===== src/rtl/afu_pkg.sv =====
// Shared AFU definitions: FIFO geometry, the FIFO word type and the CSR addresses
// through which the AFU exposes the stream FIFO to the host.
package afu_pkg;

  localparam int unsigned FIFO_DW    = 64;
  localparam int unsigned FIFO_DEPTH = 8;

  typedef logic [63:0] t_fifo_word;

  // MMIO map: writes to the data window push a word; status mirrors level and flags.
  localparam logic [15:0] CSR_FIFO_DATA   = 16'h0020;
  localparam logic [15:0] CSR_FIFO_STATUS = 16'h0022;

endpackage


===== src/rtl/fifo_mem_2p.sv =====
// Simple dual-port storage array: one write port, one registered read port.
// No reset on the array or the read register so it maps onto block/MLAB RAM.
//   clk        clock
//   wr_en_i    write wr_data_i into mem[wr_addr_i]
//   rd_en_i    load rd_data_o from mem[rd_addr_i]; otherwise rd_data_o holds
//   rd_data_o  read register (old data when reading and writing the same address)
module fifo_mem_2p #(
  parameter int unsigned Width = 64,
  parameter int unsigned Depth = 8,
  parameter int unsigned AddrW = 3
) (
  input  logic             clk,
  input  logic             wr_en_i,
  input  logic [AddrW-1:0] wr_addr_i,
  input  logic [Width-1:0] wr_data_i,
  input  logic             rd_en_i,
  input  logic [AddrW-1:0] rd_addr_i,
  output logic [Width-1:0] rd_data_o
);

  logic [Width-1:0] mem_q [Depth];
  logic [Width-1:0] rd_data_q;

  always_ff @(posedge clk) begin
    if (wr_en_i) begin
      mem_q[wr_addr_i] <= wr_data_i;
    end
    if (rd_en_i) begin
      rd_data_q <= mem_q[rd_addr_i];
    end
  end

  assign rd_data_o = rd_data_q;

endmodule


===== src/rtl/mmio_stream_fifo.sv =====
// Circular-buffer FIFO between the AFU MMIO write decode (producer) and the MMIO
// read/compute path (consumer).
//   clk, rst       clock; asynchronous active-high reset
//   push_i         enqueue push_data_i (accepted when not full, or when a pop frees a slot)
//   pop_i          dequeue head word (accepted when not empty)
//   pop_data_o     head word from the last accepted pop, held until the next one
//   pop_valid_o    1-cycle pulse when pop_data_o was updated
//   full_o/empty_o registered occupancy flags, aligned with count_o
//   count_o        occupancy 0..DEPTH
//   overflow_o     sticky: a push was rejected
//   underflow_o    sticky: a pop was rejected
//   clr_err_i      synchronous clear of both sticky flags (a new error wins)
module mmio_stream_fifo
  import afu_pkg::*;
#(
  parameter int unsigned DW    = FIFO_DW,
  parameter int unsigned DEPTH = FIFO_DEPTH
) (
  input  logic                     clk,
  input  logic                     rst,
  input  logic                     push_i,
  input  logic [DW-1:0]            push_data_i,
  input  logic                     pop_i,
  output logic [DW-1:0]            pop_data_o,
  output logic                     pop_valid_o,
  output logic                     full_o,
  output logic                     empty_o,
  output logic [$clog2(DEPTH):0]   count_o,
  output logic                     overflow_o,
  output logic                     underflow_o,
  input  logic                     clr_err_i
);

  localparam int unsigned AW = $clog2(DEPTH);
  localparam logic [AW:0] FullCount = (AW + 1)'(DEPTH);

  logic [AW-1:0] wr_ptr_q, rd_ptr_q;
  logic [AW:0]   count_q, count_d;
  logic          full_q, empty_q;
  logic          pop_valid_q;
  logic          overflow_q, overflow_d;
  logic          underflow_q, underflow_d;
  // Set by the first accepted pop after reset; until then the (unreset) RAM read
  // register is masked so pop_data_o reads as zero.
  logic          rd_seen_q;
  logic          push_acc, pop_acc;
  logic [DW-1:0] rd_data;

  assign pop_acc  = pop_i & ~empty_q;
  // A pop in the same cycle frees the slot the push needs when full.
  assign push_acc = push_i & (~full_q | pop_acc);

  always_comb begin
    count_d = count_q;
    unique case ({push_acc, pop_acc})
      2'b10:   count_d = count_q + 1'b1;
      2'b01:   count_d = count_q - 1'b1;
      default: count_d = count_q;
    endcase
  end

  // Error beats clear when both happen in the same cycle.
  always_comb begin
    overflow_d = overflow_q;
    if (push_i && !push_acc) begin
      overflow_d = 1'b1;
    end else if (clr_err_i) begin
      overflow_d = 1'b0;
    end
    underflow_d = underflow_q;
    if (pop_i && !pop_acc) begin
      underflow_d = 1'b1;
    end else if (clr_err_i) begin
      underflow_d = 1'b0;
    end
  end

  always_ff @(posedge clk or posedge rst) begin
    if (rst) begin
      wr_ptr_q    <= '0;
      rd_ptr_q    <= '0;
      count_q     <= '0;
      full_q      <= 1'b0;
      empty_q     <= 1'b1;
      pop_valid_q <= 1'b0;
      overflow_q  <= 1'b0;
      underflow_q <= 1'b0;
      rd_seen_q   <= 1'b0;
    end else begin
      if (push_acc) begin
        wr_ptr_q <= wr_ptr_q + 1'b1;
      end
      if (pop_acc) begin
        rd_ptr_q <= rd_ptr_q + 1'b1;
      end
      count_q     <= count_d;
      full_q      <= (count_d == FullCount);
      empty_q     <= (count_d == '0);
      pop_valid_q <= pop_acc;
      overflow_q  <= overflow_d;
      underflow_q <= underflow_d;
      rd_seen_q   <= rd_seen_q | pop_acc;
    end
  end

  fifo_mem_2p #(
    .Width (DW),
    .Depth (DEPTH),
    .AddrW (AW)
  ) u_mem (
    .clk       (clk),
    .wr_en_i   (push_acc),
    .wr_addr_i (wr_ptr_q),
    .wr_data_i (push_data_i),
    .rd_en_i   (pop_acc),
    .rd_addr_i (rd_ptr_q),
    .rd_data_o (rd_data)
  );

  assign pop_data_o  = rd_seen_q ? rd_data : '0;
  assign pop_valid_o = pop_valid_q;
  assign full_o      = full_q;
  assign empty_o     = empty_q;
  assign count_o     = count_q;
  assign overflow_o  = overflow_q;
  assign underflow_o = underflow_q;

endmodule


===== config.mk =====
export PLATFORM = sky130hd
export DESIGN_NAME = mmio_stream_fifo
export DESIGN_NICKNAME = d
export VERILOG_FILES = /design/src/rtl/afu_pkg.sv /design/src/rtl/fifo_mem_2p.sv /design/src/rtl/mmio_stream_fifo.sv
export SDC_FILE = /design/constraint.sdc
export NUM_CORES = 1
export LEC_CHECK = 0
export ABC_AREA = 1
export CORE_ASPECT_RATIO = 0.7
export CORE_MARGIN = 4
export CORE_UTILIZATION = 58
export DETAILED_ROUTE_END_ITERATION = 8
export MAX_ROUTING_LAYER = met4
export PLACE_DENSITY = 0.78
export SLEW_MARGIN = 40
export SYNTH_ARGS = -nofsm -noshare
export SYNTH_HDL_FRONTEND = slang
export SYNTH_HIERARCHICAL = 1
export SYNTH_SLANG_ARGS = --single-unit

===== constraint.sdc =====
create_clock -name clk -period 5.4 [get_ports clk]
set_clock_uncertainty 0.15 [all_clocks]
set_input_delay 0.81 -clock clk [delete_from_list [all_inputs] [get_ports clk]]
set_output_delay 0.81 -clock clk [all_outputs]
set_load 0.005 [all_outputs]

; ---- Word-level counts from Yosys, hierarchy flattened
; Memories as Yosys holds them, arrays and structs flattened. A register that Yosys moved wholly into a read port is not among the register bits.
; Cells that the tools add are included.
[classes]
addsub = 4
n_mul = 0
div = 0
n_lt_le_gt_ge = 0
n_eq_ne = 3
shift = 0
n_mux = 7
bitwise_logic = 6
n_reduce_logical = 7
[op_table]
columns = op, count
row1 = 2-to-1 mux 64 bit, 1
row2 = one-hot mux 4 bit (2 select lines), 1
row3 = adder 3 x 1 -> 3 bit (second input constant), 2
row4 = 2-to-1 mux 1 bit, 5
row5 = adder 4 x 1 -> 4 bit (second input constant), 1
row6 = equality test 4 bit (second input constant), 1
row7 = zero test 4 bit, 1
row8 = nonzero test 2 bit, 2
row9 = subtractor 4 x 1 -> 4 bit (second input constant), 1
row10 = AND 1 bit, 2
row11 = equality test 2 x 1 -> 1 bit (second input constant), 1
row12 = equality test 2 bit (second input constant), 1
row13 = logical AND 1 bit, 2
row14 = zero test 1 bit, 2
row15 = inverter 1 bit, 2
row16 = bitwise OR 1 bit, 2
[totals]
regBits = 16
latch_bits = 0
ram_bits = 512
rom_bits = 0
input_bits = 69
output_inout_bits = 73
word_cells = 37
memories = 1
[memory_table]
columns = name, depth, word_bits, rd, rd_ports_with_merged_regs, write_ports, line_no
row1 = u_mem.mem_q, 8, 64, 1, 1, 1, fifo_mem_2p.sv:21  ; logic [Width-1:0] mem_q [Depth];

; ---- Depth between registers and ports, before layout
; Gate-level depths: netlist (run 1).
[depth]
ltp_word = 7
ltp_mapped = 14
mapped_depth_nobuf = 14

; ---- Modules after synthesis
; The synthesis (run 1) kept the hierarchy.
[modules_own_cells]
columns = module, instances, cells_per_inst, area_per_inst_um2, seq_area_each_um2
row1 = fifo_mem_2p, 1, 2294, 24298.3, 17296.6
row2 = mmio_stream_fifo, 1, 222, 1317.5, 401.6

; ---- Least setup slack after synthesis (run 1)
; OpenSTA, ideal clock, no wires.
[synth_timing]
kind = input to register
startpoint = in pop_i
endpoint = mem u_mem.mem_q[1][0] (enable)
setup_ns = 0.487
arrival_time_ns = 3.955
required_time_ns = 4.763
slack_ns = 0.808
path_stages = 6
path_buffers = 0
cell_sequence = nand2_2 nand2_1 nand2_1 inv_2 nand2_1 nor2_1
[synth_between]
elab_chain_len = 5
[synth_lines]
columns = item, line_no
row1 = from (decl), mmio_stream_fifo.sv:23  ; input logic pop_i,
row2 = AND 1 bit, mmio_stream_fifo.sv:49  ; assign pop_acc = pop_i & ~empty_q;
row3 = bitwise OR 1 bit, mmio_stream_fifo.sv:51  ; assign push_acc = push_i & (~full_q | pop_acc);
row4 = AND 1 bit, mmio_stream_fifo.sv:51
row5 = via push_acc, mmio_stream_fifo.sv:46  ; logic push_acc, pop_acc;
row6 = 2-to-1 mux 1 bit, fifo_mem_2p.sv:25  ; if (wr_en_i) begin
row7 = 2-to-1 mux 1 bit (implied by the code), fifo_mem_2p.sv:26  ; mem_q[wr_addr_i] <= wr_data_i;
row8 = to (decl), fifo_mem_2p.sv:21
; The timed path passes the listed nets, and every way through them passes these cells.

; ---- Final worst setup path (run 1)
[layout_timing]
startpoint = reg rd_seen_q
endpoint = out pop_data_o[45]
[layout_between]
elab_chain_len = 1
[layout_lines]
columns = item, line_no
row1 = from (decl), mmio_stream_fifo.sv:45  ; logic rd_seen_q;
row2 = from (signal assigned), mmio_stream_fifo.sv:102  ; rd_seen_q <= rd_seen_q | pop_acc;
row3 = 2-to-1 mux 64 bit, mmio_stream_fifo.sv:120  ; assign pop_data_o = rd_seen_q ? rd_data : '0;
row4 = to (decl), mmio_stream_fifo.sv:24  ; output logic [DW-1:0] pop_data_o,
; No other way between the ends.

==> results of run 1 <==
-- synthesized netlist by cell type --
| master | instances | share of area, % |
|---|---|---|
| nand2_2 | 4 | 0.098 |
| o21ai_2 | 1 | 0.034 |
| o21ai_1 | 1 | 0.020 |
| nand3_2 | 2 | 0.078 |
| o211ai_1 | 1 | 0.029 |
| nand3_1 | 262 | 5.1 |
| xnor2_1 | 6 | 0.21 |
| buf_6 | 13 | 0.57 |
| dfrtp_1 | 15 | 1.5 |
| buf_2 | 60 | 1.2 |
| ha_1 | 5 | 0.24 |
| edfxtp_1 | 576 | 68 |
| inv_1 | 587 | 8.6 |
| dfstp_2 | 1 | 0.10 |
| buf_1 | 4 | 0.059 |
| nor2_2 | 2 | 0.049 |
| nor2_4 | 1 | 0.044 |
| or2_2 | 2 | 0.049 |
| clkbuf_1 | 10 | 0.15 |
| buf_4 | 18 | 0.53 |
| nor2_1 | 11 | 0.16 |
| o21ai_0 | 3 | 0.059 |
| inv_2 | 7 | 0.10 |
| nand2_1 | 924 | 14 |
-- metrics by stage --
stage	worst slack [ns]	cell area [sq um]	hold slack [ns]	utilization [%]	std cells
floorplan	0.8080	25620	0.3244	-	2516
global placement	1.617	27420	0.3621	62.82	3171
detailed placement	1.635	27530	0.3757	63.08	3175
CTS	1.828	29160	0.3667	66.82	3269
global route	1.671	29250	0.3727	67.02	3275
finish	1.795	29250	0.3648	67.02	3275
-- area by class of cell --
cell class | count | area (sq um) | area share (%)
Clock buffer | 67 | 1400 | 4.787
Multi-Input combinational cell | 1225 | 5114 | 17.48
Antenna cell | 3 | 7.507 | 0.02567
Timing Repair Buffer | 173 | 1795 | 6.139
Tap cell | 594 | 743.2 | 2.541
Sequential cell | 592 | 17710 | 60.56
Clock inverter | 27 | 231.5 | 0.7914
Inverter | 594 | 2243 | 7.670
-- tightest hold or removal path, stage by stage (launching register included) --
cell,delay [ns]
dfstp_2,0.37
nand2_1,0.06
o21ai_0,0.07
-- power groups by stage --
stage               Sequential [mW]  Combinational, mW  Clock, mW
finish                         6.50               4.91       3.58
detailed placement             6.59               4.81          0
floorplan                      6.41               3.35          0
CTS                            6.50               4.87       3.63
global route                   6.57               5.47       3.84
global placement               6.63               4.51          0
-- layer usage --
metal / wire [um] / global-route usage, % / share of wire, % / vias to the layer above
met5: 0 / - / 0 / -
met4: 1221 / 6.946 / 2.2 / 0
met3: 3953 / 3.222 / 7.1 / 98
met2: 27830 / 40.76 / 50 / 668
met1: 22610 / 30.30 / 41 / 8078
li1: - / - / - / 8030
-- worst paths after layout --
check	cells past startpoint	startpoint	end	slack [ns]
setup / recovery	4	rd_seen_q	pop_data_o[45]	1.79
hold / removal	2	empty_o	underflow_o	0.36
setup reg to reg	7	rd_ptr_q[0]	u_mem/rd_data_o[10]	2.37
hold reg to reg	2	empty_o	underflow_o	0.36
max in group asynchronous	2	rst	rd_ptr_q[2]	4.18
min in group asynchronous	2	rst	overflow_o	0.44
-- registers in the layout, indices dropped and copies added (netlist names) --
signal / count
full_o: 1
rd_seen_q: 1
wr_ptr_q: 3
pop_valid_o: 1
empty_o: 1
count_o: 4
overflow_o: 1
rd_ptr_q: 3
u_mem/rd_data_o: 64
u_mem/mem_q: 512
underflow_o: 1
-- cells by family (layout without fill, tap and decap cells) --
| logic type | after synthesis | in the layout | synth area share (%) |
|---|---|---|---|
| simple gates | 1208 | 1208 | 19.14 |
| buf+inv | 699 | 861 | 11.18 |
| compound gates | 6 | 6 | 0.1416 |
| fa+ha+maj | 5 | 5 | 0.2442 |
| other cells | 0 | 3 | 0 |
| xor+xnor | 6 | 6 | 0.2051 |
| flops | 592 | 592 | 69.09 |
==> results.cfg, run 1 <==
[routing]
vias_per_cell = 5.152
wirelength_um = 55610
wl_per_cell_um = 16.98
dr.pass1.iters = 6
drtIter0Drc = 1677
ant_nets = 0
drcViolationCount = 0
num_vias = 16870

[critical_path]
cp_num_buf_inv = 3
crit_type = reg2out
startpoint_type = flop
cp_slowest_cell = dfrtp_4
cp-end-kind = output pin
cp_max_fo = 44
max_stage_delay_ns = 0.80
path_delay_family = buffers and inverters
crit_chain = buf_4, nand2_1, inv_1, clkdlybuf4s50_1
worstPathArrival_ns = 2.65
cp.required_ns = 4.44

[power_and_ir_drop]
internal-power_mw = 9.768
p_leak_nw = 13.35
p_clk_share_pct = 23.9
p_comb_share_pct = 32.8
totalPowerFinal_mw = 14.99
switching_share_pct = 34.83
p_switching_mw = 5.220
ir_drop_mv = 0.4611
power_density_mw_per_mm2 = 512.4
power.share.sequential_pct = 43.4

[cts]
cts_setup_buffers = 0
cts_buffers = 54
cts_resized = 0
root_buffer = clkbuf_16
holdBufCountCts = 0
clock_latency_ns = 0.59
clock-sinks = 592
cts.htree.levels = 2
clkTransAtPathRegs_ns = 0.06
clk_path_buf_depth = 3
cts_tree = built

[sta]
finalHoldViolCount = 0
setup_viol = 0
finalMaxSlewViolations = 0
rsz0062_at_grt = false
setup-tns-final_ns = 0
slew_headroom_pct = 44.04
fin_crit_ns = 3.605
tightest_slew_ns = 0.8394
clock.fmax_ghz = 0.2774
layout_worst_path_cycle_share_pct = 66.76

[grt]
grt_pass1_vias = 17170
grt-ovfl-total = 0
grt_usage_pct = 23.83
antenna_found_initial = 3
grt_max_degree = 130
grt_pass1_wl_um = 87350

[placed_design]
dpl.hpwl_um = 32470
portBuffers = 141
globalplace.congestion = 0.8017

[die]
die_h_um = 183.8
core_area_sq_mm = 0.04364
initial_utilization_pct = 58.70
row_count = 64
dieArea_sq_mm = 0.04765
die_w_um = 259.2
io_pins = 142

[synthesis]
synth.yosys.seq_area_share_pct = 69.09
synth.distinct_cells = 24
syn_avg_cell_area_sq_um = 10.18
syn_nets = 2590
ys_warn_count = 6
netlist_area_sq_mm = 0.02562
postSynthCellCount = 2516
synth_seq_cells = 592

[layout]
n_fill_cell = 3049
drive_gt1_share_pct = 5.078
layout-area-overhead-vs-synth_pct = 14.18
final_common_cell = nand2_1
mostFrequentLayoutCells = 924 x nand2_1, 586 x inv_1, 576 x edfxtp_1
finalNetCount = 2714

[worst_hold_path]
hold_class = reg2reg

[job]
cap_violations = 0

[run_status]
outcome = completed
(Power assumes the default switching activity.)
==> inputs of run 2 (changes only) <==
==> constraint.sdc (replaced) <==
create_clock -name clk -period 3.65 [get_ports clk]
set_clock_uncertainty 0.15 [all_clocks]
set_input_delay 0.5475 -clock clk [delete_from_list [all_inputs] [get_ports clk]]
set_output_delay 0.5475 -clock clk [all_outputs]
set_load 0.005 [all_outputs]
==> run 2 against run 1 <==
Against the previous run: worst setup slack lost 1.1 ns; highest routed layer unchanged; final cell count hardly changed; die area unchanged; non-clock buffer count is 5 lower; global-route usage shrank 0.37 points; largest cell class unchanged; clock power increased by 61%; final area increased by 0.64%.
==> results.cfg, run 2 (synthesis results as in run 1) <==
[run_status]
outcome = completed

[layout]
mostFrequentLayoutCells = 924 x nand2_1, 586 x inv_1, 576 x edfxtp_1
drive_gt1_share_pct = 5.151
final_util_pct = 67.45
layout-area-overhead-vs-synth_pct = 14.91
final_cells = 3274
largest_reg_flops = 512
finalNetCount = 2709
largest-register = u_mem/mem_q
final_common_cell = nand2_1

[die]
dieArea_sq_mm = 0.04765
core_area_sq_mm = 0.04364
io_pins = 142
die_w_um = 259.2
row_count = 64
die_h_um = 183.8
initial_utilization_pct = 58.70

[cts]
cts_buffers = 54
cts_resized = 0
cts_tree = built
clock-sinks = 592
holdBufCountCts = 0
root_buffer = clkbuf_16
clock_latency_ns = 0.58
clkTransAtPathRegs_ns = 0.06
cts_setup_buffers = 0
cts.htree.levels = 2
clk_path_buf_depth = 3

[routing]
ant_nets = 0
met2WireLength_um = 27610
dr.pass1.iters = 7
wl_met1_um = 22250
highest_layer = met4
vias_per_cell = 5.147
routed-wl-met3_um = 3324
wirelength_um = 54360
wl_per_cell_um = 16.60
drtIter0Drc = 1510
drcViolationCount = 0
num_vias = 16850

[grt]
grt_pass1_wl_um = 86190
grt-ovfl-total = 0
grt_pass1_vias = 16920
grt_max_degree = 131
grt_usage_pct = 23.46
antenna_found_initial = 1

[placed_design]
placed_cells = 3173
globalplace.congestion = 0.7895
portBuffers = 141
place_ws_ns = 0.7512
dpl.hpwl_um = 29100

[sta]
slew_headroom_pct = 50.30
setup_viol = 0
finalMaxSlewViolations = 0
fin_crit_ns = 2.931
layout_worst_path_cycle_share_pct = 80.30
tightest_slew_ns = 0.7455
finalHoldViolCount = 0
setup_slack_ns = 0.7189
rsz0062_at_grt = false
clock.fmax_ghz = 0.3412

[critical_path]
cp_max_fo = 31
cp-end-kind = output pin
startpoint_type = flop
cp.required_ns = 2.95
worstPathArrival_ns = 2.23
r2r_slack_ns = 1.18
crit_type = reg2out

[worst_hold_path]
hold_class = in2async

[job]
cap_violations = 0

[power_and_ir_drop]
totalPowerFinal_mw = 22.65
ir_drop_mv = 0.5280
p_leak_nw = 13.42
power_density_mw_per_mm2 = 769.4
[run 2: stage by stage]
stage / setup TNS [ns] / hold WS, ns / cell area [sq um]
2_1_floorplan: -343.91 / 0.3105 / 25620
3_3_place_gp: 0 / 0.3611 / 27560
3_5_place_dp: 0 / 0.3784 / 27620
4_1_cts: 0 / 0.1849 / 29430
5_1_grt: 0 / 0.2426 / 29430
6_report: 0 / 0.1887 / 29430
[run 2: critical path, cell delays in order, from the launching register on]
cell             delay, ns
dfrtp_2               0.58
buf_4                 0.38
nand2_1               0.10
inv_1                 0.06
clkdlybuf4s50_1       0.49
[run 2: report_power, final]
part / switching (mW) / internal (mW) / total [mW]
registers: 0.384 / 9.02 / 9.41
clock network: 2.37 / 3.39 / 5.76
logic: 4.92 / 2.56 / 7.48
total: 7.68 / 15.0 / 22.6
[run 2: cell type report]
type | instances | area (sq um)
Fill cell | 3012 | 14210
Inverter | 594 | 2241
Timing Repair Buffer | 168 | 1812
Antenna cell | 1 | 2.502
Clock inverter | 37 | 405.4
Clock buffer | 63 | 1406
Sequential cell | 592 | 17710
Tap cell | 594 | 743.2
Multi-Input combinational cell | 1225 | 5114
[run 2: path summary, 6_finish.rpt]
path                                   to  startpoint  cells after the start
min in group clk               overflow_o  overflow_o                      2
max                        pop_data_o[27]   rd_seen_q                      4
max in group asynchronous     rd_ptr_q[0]         rst                      2
max reg2reg                        full_o     empty_o                     14
min                           underflow_o         rst                      2
min reg2reg                    overflow_o  overflow_o                      2
[run 2: routing by layer]
metal,global-route usage (%),vias up
met3,3.373,115
met1,29.44,8100
met4,6.471,0
met2,40.59,615
met5,-,-
li1,-,8020
